==> src/rtl/instr_sequencer.sv <==
// Multi-cycle FETCH/DECODE/EXEC/MEM/WB control sequencer; sole source of datapath enables.
// Define SEQ_TIMEOUT_EN to enable the memory-ack wait counter and sticky timeout fault.
module instr_sequencer #(
   parameter int TIMEOUT = 16
) (
   input  logic       i_clk,
   input  logic       i_reset,
   input  logic       i_run,
   input  logic [3:0] i_opcode,
   input  logic       i_imem_ack,
   input  logic       i_dmem_ack,
   output logic       o_imem_req,
   output logic       o_ir_load,
   output logic       o_dmem_req,
   output logic       o_dmem_we,
   output logic [1:0] o_alufunc,
   output logic       o_reg_we,
   output logic [1:0] o_wb_sel,
   output logic       o_pc_en,
   output logic       o_pc_jump,
   output logic       o_instr_done,
   output logic       o_busy,
   output logic       o_fault,
   output logic [2:0] o_state
);

   // Handshake: a request is held high until the cycle in which its ack is
   // sampled high; the ack edge completes the transfer and req drops next cycle.
   typedef enum logic [2:0] {
      S_IDLE   = 3'd0,
      S_FETCH  = 3'd1,
      S_DECODE = 3'd2,
      S_EXEC   = 3'd3,
      S_MEM    = 3'd4,
      S_WB     = 3'd5
   } state_t;

   localparam logic [1:0] CLS_ALU   = 2'b00;
   localparam logic [1:0] CLS_LOAD  = 2'b01;
   localparam logic [1:0] CLS_STORE = 2'b10;
   localparam logic [1:0] CLS_JUMP  = 2'b11;

   state_t     state_q, state_d;
   logic [3:0] op_q, op_d;
   logic       fault_q, fault_d;
   logic [1:0] cls;
   logic       end_instr;
   logic       timeout_hit;

   assign cls = op_q[3:2];

`ifdef SEQ_TIMEOUT_EN
   logic [7:0] wait_q, wait_d;

   // Counts ack-low cycles of the current request; any other cycle clears it,
   // so it is zero on every entry into FETCH or MEM.
   always_comb begin
      wait_d = 8'd0;
      if ((state_q == S_FETCH && !i_imem_ack) || (state_q == S_MEM && !i_dmem_ack))
         wait_d = wait_q + 8'd1;
   end

   always_ff @(posedge i_clk or posedge i_reset) begin
      if (i_reset) wait_q <= 8'd0;
      else         wait_q <= wait_d;
   end

   assign timeout_hit = (wait_q == 8'(TIMEOUT - 1));
`else
   logic [7:0] timeout_unused;
   assign timeout_unused = 8'(TIMEOUT);
   assign timeout_hit    = 1'b0;
`endif

   always_ff @(posedge i_clk or posedge i_reset) begin
      if (i_reset) begin
         state_q <= S_IDLE;
         op_q    <= 4'd0;
         fault_q <= 1'b0;
      end else begin
         state_q <= state_d;
         op_q    <= op_d;
         fault_q <= fault_d;
      end
   end

   always_comb begin
      state_d      = state_q;
      op_d         = op_q;
      fault_d      = fault_q;
      end_instr    = 1'b0;
      o_imem_req   = 1'b0;
      o_ir_load    = 1'b0;
      o_dmem_req   = 1'b0;
      o_dmem_we    = 1'b0;
      o_alufunc    = 2'b00;
      o_reg_we     = 1'b0;
      o_wb_sel     = 2'b00;
      o_pc_en      = 1'b0;
      o_pc_jump    = 1'b0;
      o_instr_done = 1'b0;

      case (state_q)
         S_IDLE: begin
            if (i_run && !fault_q) state_d = S_FETCH;
         end
         S_FETCH: begin
            o_imem_req = 1'b1;
            if (i_imem_ack) begin
               o_ir_load = 1'b1;
               state_d   = S_DECODE;
            end else if (timeout_hit) begin
               fault_d = 1'b1;
               state_d = S_IDLE;
            end
         end
         S_DECODE: begin
            op_d    = i_opcode;
            state_d = S_EXEC;
         end
         S_EXEC: begin
            case (cls)
               CLS_ALU: begin
                  o_alufunc = op_q[1:0];
                  state_d   = S_WB;
               end
               CLS_LOAD, CLS_STORE: begin
                  state_d = S_MEM;
               end
               CLS_JUMP: begin
                  o_pc_en   = 1'b1;
                  o_pc_jump = 1'b1;
                  o_reg_we  = op_q[0];
                  o_wb_sel  = 2'b10;
                  end_instr = 1'b1;
               end
               default: state_d = S_IDLE;
            endcase
         end
         S_MEM: begin
            o_dmem_req = 1'b1;
            o_dmem_we  = (cls == CLS_STORE);
            if (i_dmem_ack) begin
               if (cls == CLS_LOAD) begin
                  state_d = S_WB;
               end else begin
                  o_pc_en   = 1'b1;
                  end_instr = 1'b1;
               end
            end else if (timeout_hit) begin
               fault_d = 1'b1;
               state_d = S_IDLE;
            end
         end
         S_WB: begin
            o_reg_we  = 1'b1;
            o_wb_sel  = (cls == CLS_LOAD) ? 2'b01 : 2'b00;
            o_pc_en   = 1'b1;
            end_instr = 1'b1;
         end
         default: state_d = S_IDLE;
      endcase

      // An instruction always finishes; i_run only decides what follows it.
      if (end_instr) begin
         o_instr_done = 1'b1;
         state_d      = i_run ? S_FETCH : S_IDLE;
      end
   end

   assign o_busy  = (state_q != S_IDLE);
   assign o_fault = fault_q;
   assign o_state = state_q;

endmodule

==> config.mk <==
export PLATFORM = sky130hd
export DESIGN_NAME = instr_sequencer
export DESIGN_NICKNAME = d
export VERILOG_FILES = /design/src/rtl/instr_sequencer.sv
export SDC_FILE = /design/constraint.sdc
export NUM_CORES = 1
export LEC_CHECK = 0
export BUFFER_PORTS_ARGS = -buffer_cell sky130_fd_sc_hd__buf_4
export CAP_MARGIN = 20
export CELL_PAD_IN_SITES_DETAIL_PLACEMENT = 0
export CELL_PAD_IN_SITES_GLOBAL_PLACEMENT = 1
export CORE_MARGIN = 2
export CORE_UTILIZATION = 30
export CTS_CLUSTER_SIZE = 25
export DETAILED_ROUTE_END_ITERATION = 10
export GPL_ROUTABILITY_DRIVEN = 1
export PLACE_DENSITY_LB_ADDON = 0.3
export RECOVER_POWER = 50
export SYNTH_ARGS = -nofsm -noshare
export SYNTH_HDL_FRONTEND = slang
export SYNTH_SLANG_ARGS = --single-unit
export TNS_END_PERCENT = 30
==> constraint.sdc <==
create_clock -name i_clk -period 2.7 [get_ports i_clk]
set_input_delay 0.54 -clock i_clk [delete_from_list [all_inputs] [get_ports i_clk]]
set_output_delay 0.54 -clock i_clk [all_outputs]
set_load 0.005 [all_outputs]
==> results of run 1 <==
-- cells in the final DEF, fill, tap and decap left out --
cell type / n
dfrtp_1: 7
o211ai_1: 1
and3_1: 2
a21oi_1: 5
clkbuf_4: 5
or2_4: 1
and2_1: 2
o21bai_1: 1
a22oi_1: 1
or3_1: 1
and2_0: 1
inv_1: 4
nor2_1: 7
and3b_1: 1
clkbuf_1: 1
conb_1: 1
nand2b_1: 3
nand2_1: 4
ha_1: 4
nor3_2: 1
nor3b_1: 2
buf_4: 21
mux2_2: 2
o21ai_0: 3
o211ai_2: 1
clkinv_2: 1
nand4b_1: 1
-- Yosys cell counts (2+ instances only) --
cell type and number:
nand2b_1 3, nor2_1 7, mux2_2 2, inv_1 3, dfrtp_1 7, a21oi_1 5
and3_1 2, buf_2 2, and2_1 2, ha_1 4, buf_4 4, o21ai_0 3
nand2_1 4
-- registers in the layout (all words and copies together) (netlist names) --
register and flops:
op_q 4, o_state 3
-- per-layer routing --
| layer | wire length (microns) | vias to the layer above | share of wire [%] |
|---|---|---|---|
| li1 | - | 249 | - |
| met4 | 0 | 0 | 0 |
| met1 | 544 | 203 | 45 |
| met3 | 50 | 0 | 4.1 |
| met2 | 625 | 13 | 51 |
| met5 | 0 | - | 0 |
-- logic make-up (layout without fill, tap and decap cells) --
| family | after synthesis | count (layout) | synth area share, % |
|---|---|---|---|
| and+or+nand+nor | 26 | 26 | 29.9 |
| AOI/OAI and AO/OA | 12 | 12 | 13.8 |
| buffers and inverters | 10 | 32 | 10.1 |
| DFF | 7 | 7 | 32.2 |
| adders and majority gates | 4 | 4 | 9.20 |
| muxes | 2 | 2 | 4.14 |
| other | 1 | 1 | 0.689 |
-- critical path, cell delays in order (launching register included) --
cell and delay (ns):
dfrtp_1 0.55, and3b_1 0.25, and2_0 0.22, or2_4 0.29, buf_4 0.14
-- power by group --
part	switching, mW	internal (mW)
clock network	0.0417	0.0542
logic	0.150	0.181
registers	0.0708	0.153
-- through the flow --
| step | hold slack (ns) | area, sq um | cells | worst slack [ns] | total power [mW] |
|---|---|---|---|---|---|
| finish | 0.226 | 726 | 109 | 0.457 | 0.650 |
| global route | 0.238 | 726 | 109 | 0.374 | 0.720 |
| CTS | 0.224 | 743 | 109 | 0.463 | 0.684 |
| detailed placement | 0.497 | 716 | 105 | 0.746 | 0.582 |
| global placement | 0.496 | 716 | 105 | 0.788 | 0.584 |
| floorplan | 0.343 | 544 | 62 | 0.999 | 0.452 |
-- worst max path at each step --
| stage | startpoint | to | slack (ns) | cells past startpoint |
|---|---|---|---|---|
| after floorplan | op_q[3]$_DFFE_PP0P_ | o_pc_en | 1.0 | 6 |
| after global placement | o_state[2]$_DFFE_PP0P_ | o_pc_en | 0.79 | 4 |
| after detailed placement | o_state[2]$_DFFE_PP0P_ | o_pc_en | 0.75 | 4 |
| after CTS | o_state[2]$_DFFE_PP0P_ | o_pc_en | 0.46 | 4 |
| after global routing | o_state[2]$_DFFE_PP0P_ | o_instr_done | 0.37 | 4 |
| final | o_state[2]$_DFFE_PP0P_ | o_pc_en | 0.46 | 4 |
-- area by class of cell --
class,instances,area share (%)
timing repair buffer,24,24.3
inverter,4,2.07
multi-input combinational,45,41.4
clock buffer,3,3.10
tap,25,4.31
sequential,7,24.1
clock inverter,1,0.690
==> flow_summary_export.csv, run 1 <==
group,metric,value,unit
run_status,status,"finished, final reports clean",
clocking,insertion_delay,0.25,ns
timing,fmax,446,MHz
die,initial_core_util,31.9,%
die,dieHeight,46.6,microns
grt,use_met2,19.7,%
grt,grt_use_met3,1.18,%
synth,synthTopCellsByArea,"dfrtp_1, ha_1, buf_4",
finish,fillers,177,
finish,areaGrowthSynthToFinish,33.3,%
die,die_x,46.6,microns
clocking,clk_pin_slew,0.06,ns
routing,routed_via_density,4.27,
synth,netlist_area,544,sq um
clocking,hold_buffers,0,
clocking,h-tree-depth,1,
finish,multi_input_area,300,sq um
die,row_count,15,
routing,drcViolationCount,0,
finish,antenna_cells,0,
synth,avgSynthCellArea,8.78,sq um
timing,hold_viol,0,
synth,syn-num-nets,75,
synth,ys_ff_latch,7,
timing,grt_setup_unrepaired,"false",
timing,fin_tns_setup,0,ns
pwr,p_leak,0.373,nW
die,coreArea,1710,sq um
routing,wl,1220,microns
setup_path,endpoint_kind,"primary output",
routing,drt.antenna.violating_nets,0,
synth,syn_inst,62,
setup_path,path_max_fanout,12,
routing,num_vias,465,
grt,grt_pass1_vias,440,
timing,layout_min_cycle_time,2.24,ns
clocking,cts.sinks,7,
setup_path,rr_startpoint,"o_state[1]$_DFFE_PP0P_",
synth,ys_warn_count,0,
pwr,power_density,896,nW/um^2
grt,grtUsageMet1,19.0,%
job,maxCapViolCount,0,
place,io_buffers,24,
clocking,post_cts_resize_count,0,
place,dpl.hpwl,986,microns
die,io_pins,26,
finish,post-route-util,42.5,%
setup_path,crit_required,2.16,ns
timing,tightestPinTransition,0.693,ns
timing,setup_viol,0,
pwr,peakVddDrop,418,uV
grt,grt_overflow,0,
timing,fin_crit_sh,83.1,%
die,dieArea,2170,sq um
grt,grt_antenna_before_repair,0,
timing,relSlewSlack,53.7,%
setup_path,critPathLaunchType,"register",
grt,grt_max_degree,13,
synth,async_flop_share,100,%
routing,drt_iter0_drc,5,
clocking,clock_path_buffers,2,
synth,synth_top_area_cell,"dfrtp_1",
synth,synth_cell_type_count,27,
setup_path,path_class,"reg2out",
setup_path,r2r_end,"op_q[1]$_DFFE_PP0P_",
finish,layout.nets,98,
timing,slew_viol_final,0,
setup_path,worstPathArrival,1.70,ns
grt,grt_pass1_wl,2050,microns
clocking,post_cts_buffers,0,
clocking,cts_tree,"done",
clocking,root_buffer,"clkbuf_4",
grt,grt_usage,13.3,%
clocking,cts_made_buffers,3,
hold_path,hp-class,"in2async",
place,place_congestion,0.741,
routing,wl_per_cell,11.2,microns
setup_path,reg2reg_depth,2,
synth,synth_ff_type,"dfrtp_1",
synth,synth_edf_count,0,
finish,regArea,175,sq um
synth,yosysTopAreaCellShare,32.2,%
setup_path,r2r_slack,1.02,ns
timing,finalClockSkew,0.000262,ns
grt,top_usage_layer,"met2",
finish,layout-drive-gt1-share,38.1,%
routing,first_pass_iters,4,
synth,ys_seq_area_share,32.2,%
(Power assumes the default switching activity.)
==> run 2: changes to the inputs <==
Settings changed: CORE_UTILIZATION 30 to 28.
Clock period 2.7 ns to 1.8 ns, I/O delays scaled along.
==> run 2 against run 1 <==
Net effect: die area increased by 6.5%; largest cell class unchanged; critical endpoint unchanged; wire length up 20%; critical path type unchanged; sequential share of layout area is 5.1 points lower; combinational power grew to 2.5 times the previous value.
==> flow_summary_export.csv, run 2 (same netlist as run 1, synthesis figures left out) <==
group,metric,value,unit
pwr,power_density,1390,nW/um^2
clocking,root_buffer,"clkbuf_4",
place,dpl.cell_count,108,
finish,antenna_cells,0,
die,die_x,48.1,microns
place,io_buffers,24,
setup_path,path_class,"reg2out",
finish,areaGrowthSynthToFinish,68.7,%
setup_path,critPathLaunchType,"register",
timing,slew_viol_final,0,
timing,finalClockSkew,0.00394,ns
routing,wl,1470,microns
setup_path,path_max_fanout,4,
setup_path,worstPathArrival,1.42,ns
clocking,insertion_delay,0.26,ns
finish,final_common_cell,"buf_4",
pwr,p_leak,0.456,nW
grt,grt_pass1_wl,2130,microns
grt,grt_antenna_before_repair,0,
timing,hold_viol,0,
die,row_count,15,
finish,layout.nets,112,
finish,layout-drive-gt1-share,59.2,%
job,maxCapViolCount,0,
timing,layout_min_cycle_time,1.78,ns
routing,first_pass_iters,4,
timing,setup_viol,0,
timing,fmax,561,MHz
setup_path,path_cells,"ha_2, and2_4, or2_4, buf_6",
place,place_congestion,0.767,
routing,drt_iter0_drc,3,
setup_path,crit_family,"flip-flops",
setup_path,crit_required,1.44,ns
setup_path,cpPeakStageDelay,0.43,ns
die,io_pins,26,
finish,final_cell_mix,"buf_4, nor2_1, dfrtp_1, buf_6, clkbuf_4",
clocking,cts.sinks,7,
clocking,h-tree-depth,1,
timing,fin_crit_sh,99.0,%
die,dieHeight,48.1,microns
clocking,clock_path_buffers,2,
grt,grt_pass1_vias,473,
clocking,cts_made_buffers,3,
finish,final_cells,123,
die,coreArea,1780,sq um
finish,largest_register_ffs,4,
timing,whs,0.0457,ns
routing,num_vias,550,
routing,wl_per_cell,11.9,microns
routing,routed_via_density,4.47,
timing,grt_setup_unrepaired,"true",
routing,drcViolationCount,0,
hold_path,hp-class,"in2async",
finish,regMostFlops,"op_q",
setup_path,crit_buf_inv,1,
routing,drt.antenna.violating_nets,0,
clocking,cts_tree,"done",
setup_path,endpoint_kind,"primary output",
clocking,clk_pin_slew,0.06,ns
grt,grt_overflow,0,
run_status,status,"finished, final reports clean",
die,dieArea,2310,sq um
setup_path,cp_slowest_cell,"dfrtp_1",
place,dpl.hpwl,1030,microns
grt,grt_usage,14.2,%
grt,grt_max_degree,12,
pwr,peakVddDrop,752,uV
die,initial_core_util,30.5,%
==> run 2: changes by cell type in the layout (fill, tap and decap cells not counted), moves of 2 or more <==
cell,previous run,this run
inv_2,0,2
ha_1,4,2
buf_4,21,29
inv_1,4,2
buf_6,0,7
and3_4,0,2
nand2b_4,0,2
and3_1,2,0
nand2b_1,3,1
==> run 2: repair_timing <==
action,in CTS,in global routing
setup buffers,6,5
hold buffers,0,0
pin swaps,1,4
endpoints found under the setup margin,2,5
gates resized for setup,8,9
==> run 2: where the power goes <==
group,internal (mW),switching (mW),leakage [nW]
clock,0.0850,0.0637,0.0150
sequential,0.230,0.0571,0.0867
combinational,0.474,0.362,0.354
==> run 2: per-layer routing <==
layer | vias up | share of wire, % | track usage [%]
met1 | 254 | 43 | 16.5
met5 | - | 0 | 0
met3 | 0 | 5.3 | 6.67
met2 | 19 | 52 | 24.0
li1 | 277 | - | -
met4 | 0 | 0 | 3.24
==> run 2: worst paths after layout <==
kind	slack, ns	from	cells past startpoint	end
max in group asynchronous	1.52	i_reset	2	op_q[3]$_DFFE_PP0P_
setup reg to reg	0.31	op_q[2]$_DFFE_PP0P_	7	o_state[0]$_DFFE_PP0P_
min in group i_clk	0.31	i_opcode[2]	3	op_q[2]$_DFFE_PP0P_
hold reg to reg	0.51	op_q[1]$_DFFE_PP0P_	1	op_q[1]$_DFFE_PP0P_
setup / recovery	0.02	op_q[2]$_DFFE_PP0P_	4	o_pc_en
hold / removal	0.05	i_reset	2	o_state[2]$_DFFE_PP0P_
==> run 2: worst reg2reg max path, cell delays in order, from the launching register on <==
cell and delay (ns):
dfrtp_1 0.43, ha_4 0.18, buf_4 0.12, buf_4 0.13
a21oi_1 0.14, a21oi_1 0.08, o211ai_1 0.20, o211ai_2 0.09
==> run 2: area by class of cell <==
type | instances | area [sq um]
multi-input combinational | 45 | 359
fill | 177 | 865
inverter | 4 | 15.0
timing repair buffer | 38 | 312
tap | 25 | 31.3
sequential | 7 | 175
clock buffer | 4 | 26.3
==> run 2: metrics by stage <==
step | util [%] | power [mW] | worst slack [ns] | area (sq um) | TNS (ns)
global placement | 41.4 | 0.911 | 0.205 | 738 | 0
global route | 51.5 | 1.39 | -0.0428 | 918 | -0.124
CTS | 47.4 | 1.19 | -0.00669 | 845 | -0.0133
detailed placement | 41.4 | 0.914 | 0.206 | 738 | 0
floorplan | - | 0.678 | 0.279 | 544 | 0
finish | 51.5 | 1.27 | 0.0173 | 918 | 0
==> run 3: changes to the inputs <==
Settings changed: CELL_PAD_IN_SITES_DETAIL_PLACEMENT 0 to unset, CELL_PAD_IN_SITES_GLOBAL_PLACEMENT 1 to unset, CORE_UTILIZATION 28 to 30, TNS_END_PERCENT 30 to unset.
==> run 3 against run 2 <==
Net effect: final cell count fell by 1.6%; non-clock buffer count decreased by 2; global-route usage shrank 0.31 points; clock skew down 0.0012 ns; design area is 4.5% lower; the flow now finishes with violations (setup timing); hold slack worse by 0.0072 ns; core utilization fell by 0.15 points; maximum frequency down 1.1%; sequential power hardly changed; first-iteration DRC count grew to 3.0 times the previous value; register-to-register slack got worse by 0.21 ns; via count is 1.3% lower.
==> flow_summary_export.csv, run 3 (same netlist as run 1, synthesis figures left out) <==
group,metric,value,unit
timing,fmax,555,MHz
place,post_dp_cell_area,746,sq um
routing,wl_per_cell,12.5,microns
grt,grt_pass1_wl,2020,microns
routing,drt_iter0_drc,9,
setup_path,worstPathArrival,1.44,ns
setup_path,path_max_fanout,4,
die,io_pins,26,
timing,tightestPinTransition,0.732,ns
clocking,hold_buffers,0,
clocking,h-tree-depth,1,
pwr,power_density,1400,nW/um^2
timing,setup_viol,2,
finish,multi_input_area,343,sq um
finish,design_area,877,sq um
routing,num_vias,543,
finish,regArea,176,sq um
timing,grt_setup_unrepaired,"true",
run_status,status,"complete, but fails checks",
job,maxCapViolCount,0,
timing,setup_ws,-0.00283,ns
finish,final_cells,121,
timing,relSlewSlack,51.1,%
clocking,clock_path_buffers,2,
routing,drcViolationCount,0,
setup_path,reg2reg_depth,3,
finish,layout.nets,110,
finish,regMostFlops,"op_q",
finish,final_common_cell,"buf_4",
run_status,failed_checks,"setup timing",
finish,final_cell_mix,"buf_4, nor2_1, dfrtp_1",
die,dieHeight,46.6,microns
grt,grt_usage,13.9,%
place,dpl.hpwl,929,microns
clocking,insertion_delay,0.25,ns
setup_path,endpoint_kind,"primary output",
die,coreArea,1710,sq um
die,row_count,15,
pwr,peakVddDrop,757,uV
clocking,clk_pin_slew,0.05,ns
setup_path,r2r_slack,0.10,ns
place,pre_cts_ws,0.218,ns
timing,finalClockSkew,0.00278,ns
routing,routed_via_density,4.49,
hold_path,hp-class,"in2async",
setup_path,crit_required,1.44,ns
grt,grt_overflow,0,
timing,layout_min_cycle_time,1.80,ns
routing,first_pass_iters,4,
place,io_buffers,24,
timing,hold_viol,0,
setup_path,critPathLaunchType,"register",
die,die_x,46.6,microns
clocking,cts_tree,"done",
finish,fillers,153,
clocking,root_buffer,"clkbuf_4",
setup_path,path_class,"reg2out",
place,dpl.cell_count,109,
grt,grt_pass1_vias,480,
timing,slew_viol_final,0,
routing,wl,1510,microns
grt,grt_max_degree,12,
finish,antenna_cells,0,
clocking,cts.sinks,7,
finish,layout-drive-gt1-share,57.3,%
timing,fin_crit_sh,100,%
setup_path,r2r_end,"op_q[1]$_DFFE_PP0P_",
finish,areaGrowthSynthToFinish,61.1,%
setup_path,rr_startpoint,"o_state[1]$_DFFE_PP0P_",
grt,grt_antenna_before_repair,0,
place,place_congestion,0.769,
finish,largest_register_ffs,4,
die,initial_core_util,31.9,%
routing,drt.antenna.violating_nets,0,
pwr,p_leak,0.432,nW
clocking,cts_made_buffers,3,
die,dieArea,2170,sq um
## run 3: repair_timing
action,in CTS,in global routing
endpoints found under the setup margin,2,3
setup buffers,3,5
resized for setup,6,10
pin swaps,1,5
## run 3: per-stage QoR
step / hold WS (ns) / total power, mW / setup TNS (ns) / util, %
3_3_place_gp: 0.312 / 0.911 / 0 / 43.7
3_5_place_dp: 0.309 / 0.912 / 0 / 43.7
6_report: 0.0385 / 1.23 / -0.00507 / 51.4
2_1_floorplan: 0.163 / 0.678 / 0 / -
4_1_cts: 0.0322 / 1.14 / 0 / 48.1
5_1_grt: 0.0425 / 1.32 / -0.159 / 51.4
## run 3: final cells by class
cell class / instances / area share (%)
clock buffers: 4 / 3.00
multi-input cells: 45 / 39.1
flip-flops and latches: 7 / 20.1
repair buffers: 36 / 32.5
inverters: 4 / 1.71
well taps: 25 / 3.57
## run 3: critical path: stages, from the launching register on
cell,delay [ns]
dfrtp_2,0.43
ha_2,0.20
and2_4,0.17
or2_4,0.27
buf_6,0.12
## run 3: how the worst max path moves through the flow
stage / start / to / slack, ns / cells past startpoint
finish: op_q[2]$_DFFE_PP0P_ / o_pc_en / -0.003 / 4
global route: op_q[3]$_DFFE_PP0P_ / o_pc_en / -0.06 / 4
CTS: op_q[3]$_DFFE_PP0P_ / o_pc_en / 0.007 / 6
detailed placement: op_q[3]$_DFFE_PP0P_ / o_pc_en / 0.22 / 6
global placement: op_q[3]$_DFFE_PP0P_ / o_pc_en / 0.24 / 6
floorplan: op_q[3]$_DFFE_PP0P_ / o_pc_en / 0.28 / 6
## run 3: per-layer routing
metal / track usage, % / part of all wire [%] / vias to the layer above
met5: 0 / 0 / -
met1: 16.3 / 40 / 256
met2: 22.5 / 55 / 15
li1: - / - / 272
met4: 3.43 / 0 / 0
met3: 7.06 / 5.2 / 0
## run 3: power by group
group	switching [mW]	internal, mW
sequential	0.0583	0.233
clock	0.0603	0.0847
combinational	0.366	0.426
total	0.485	0.743
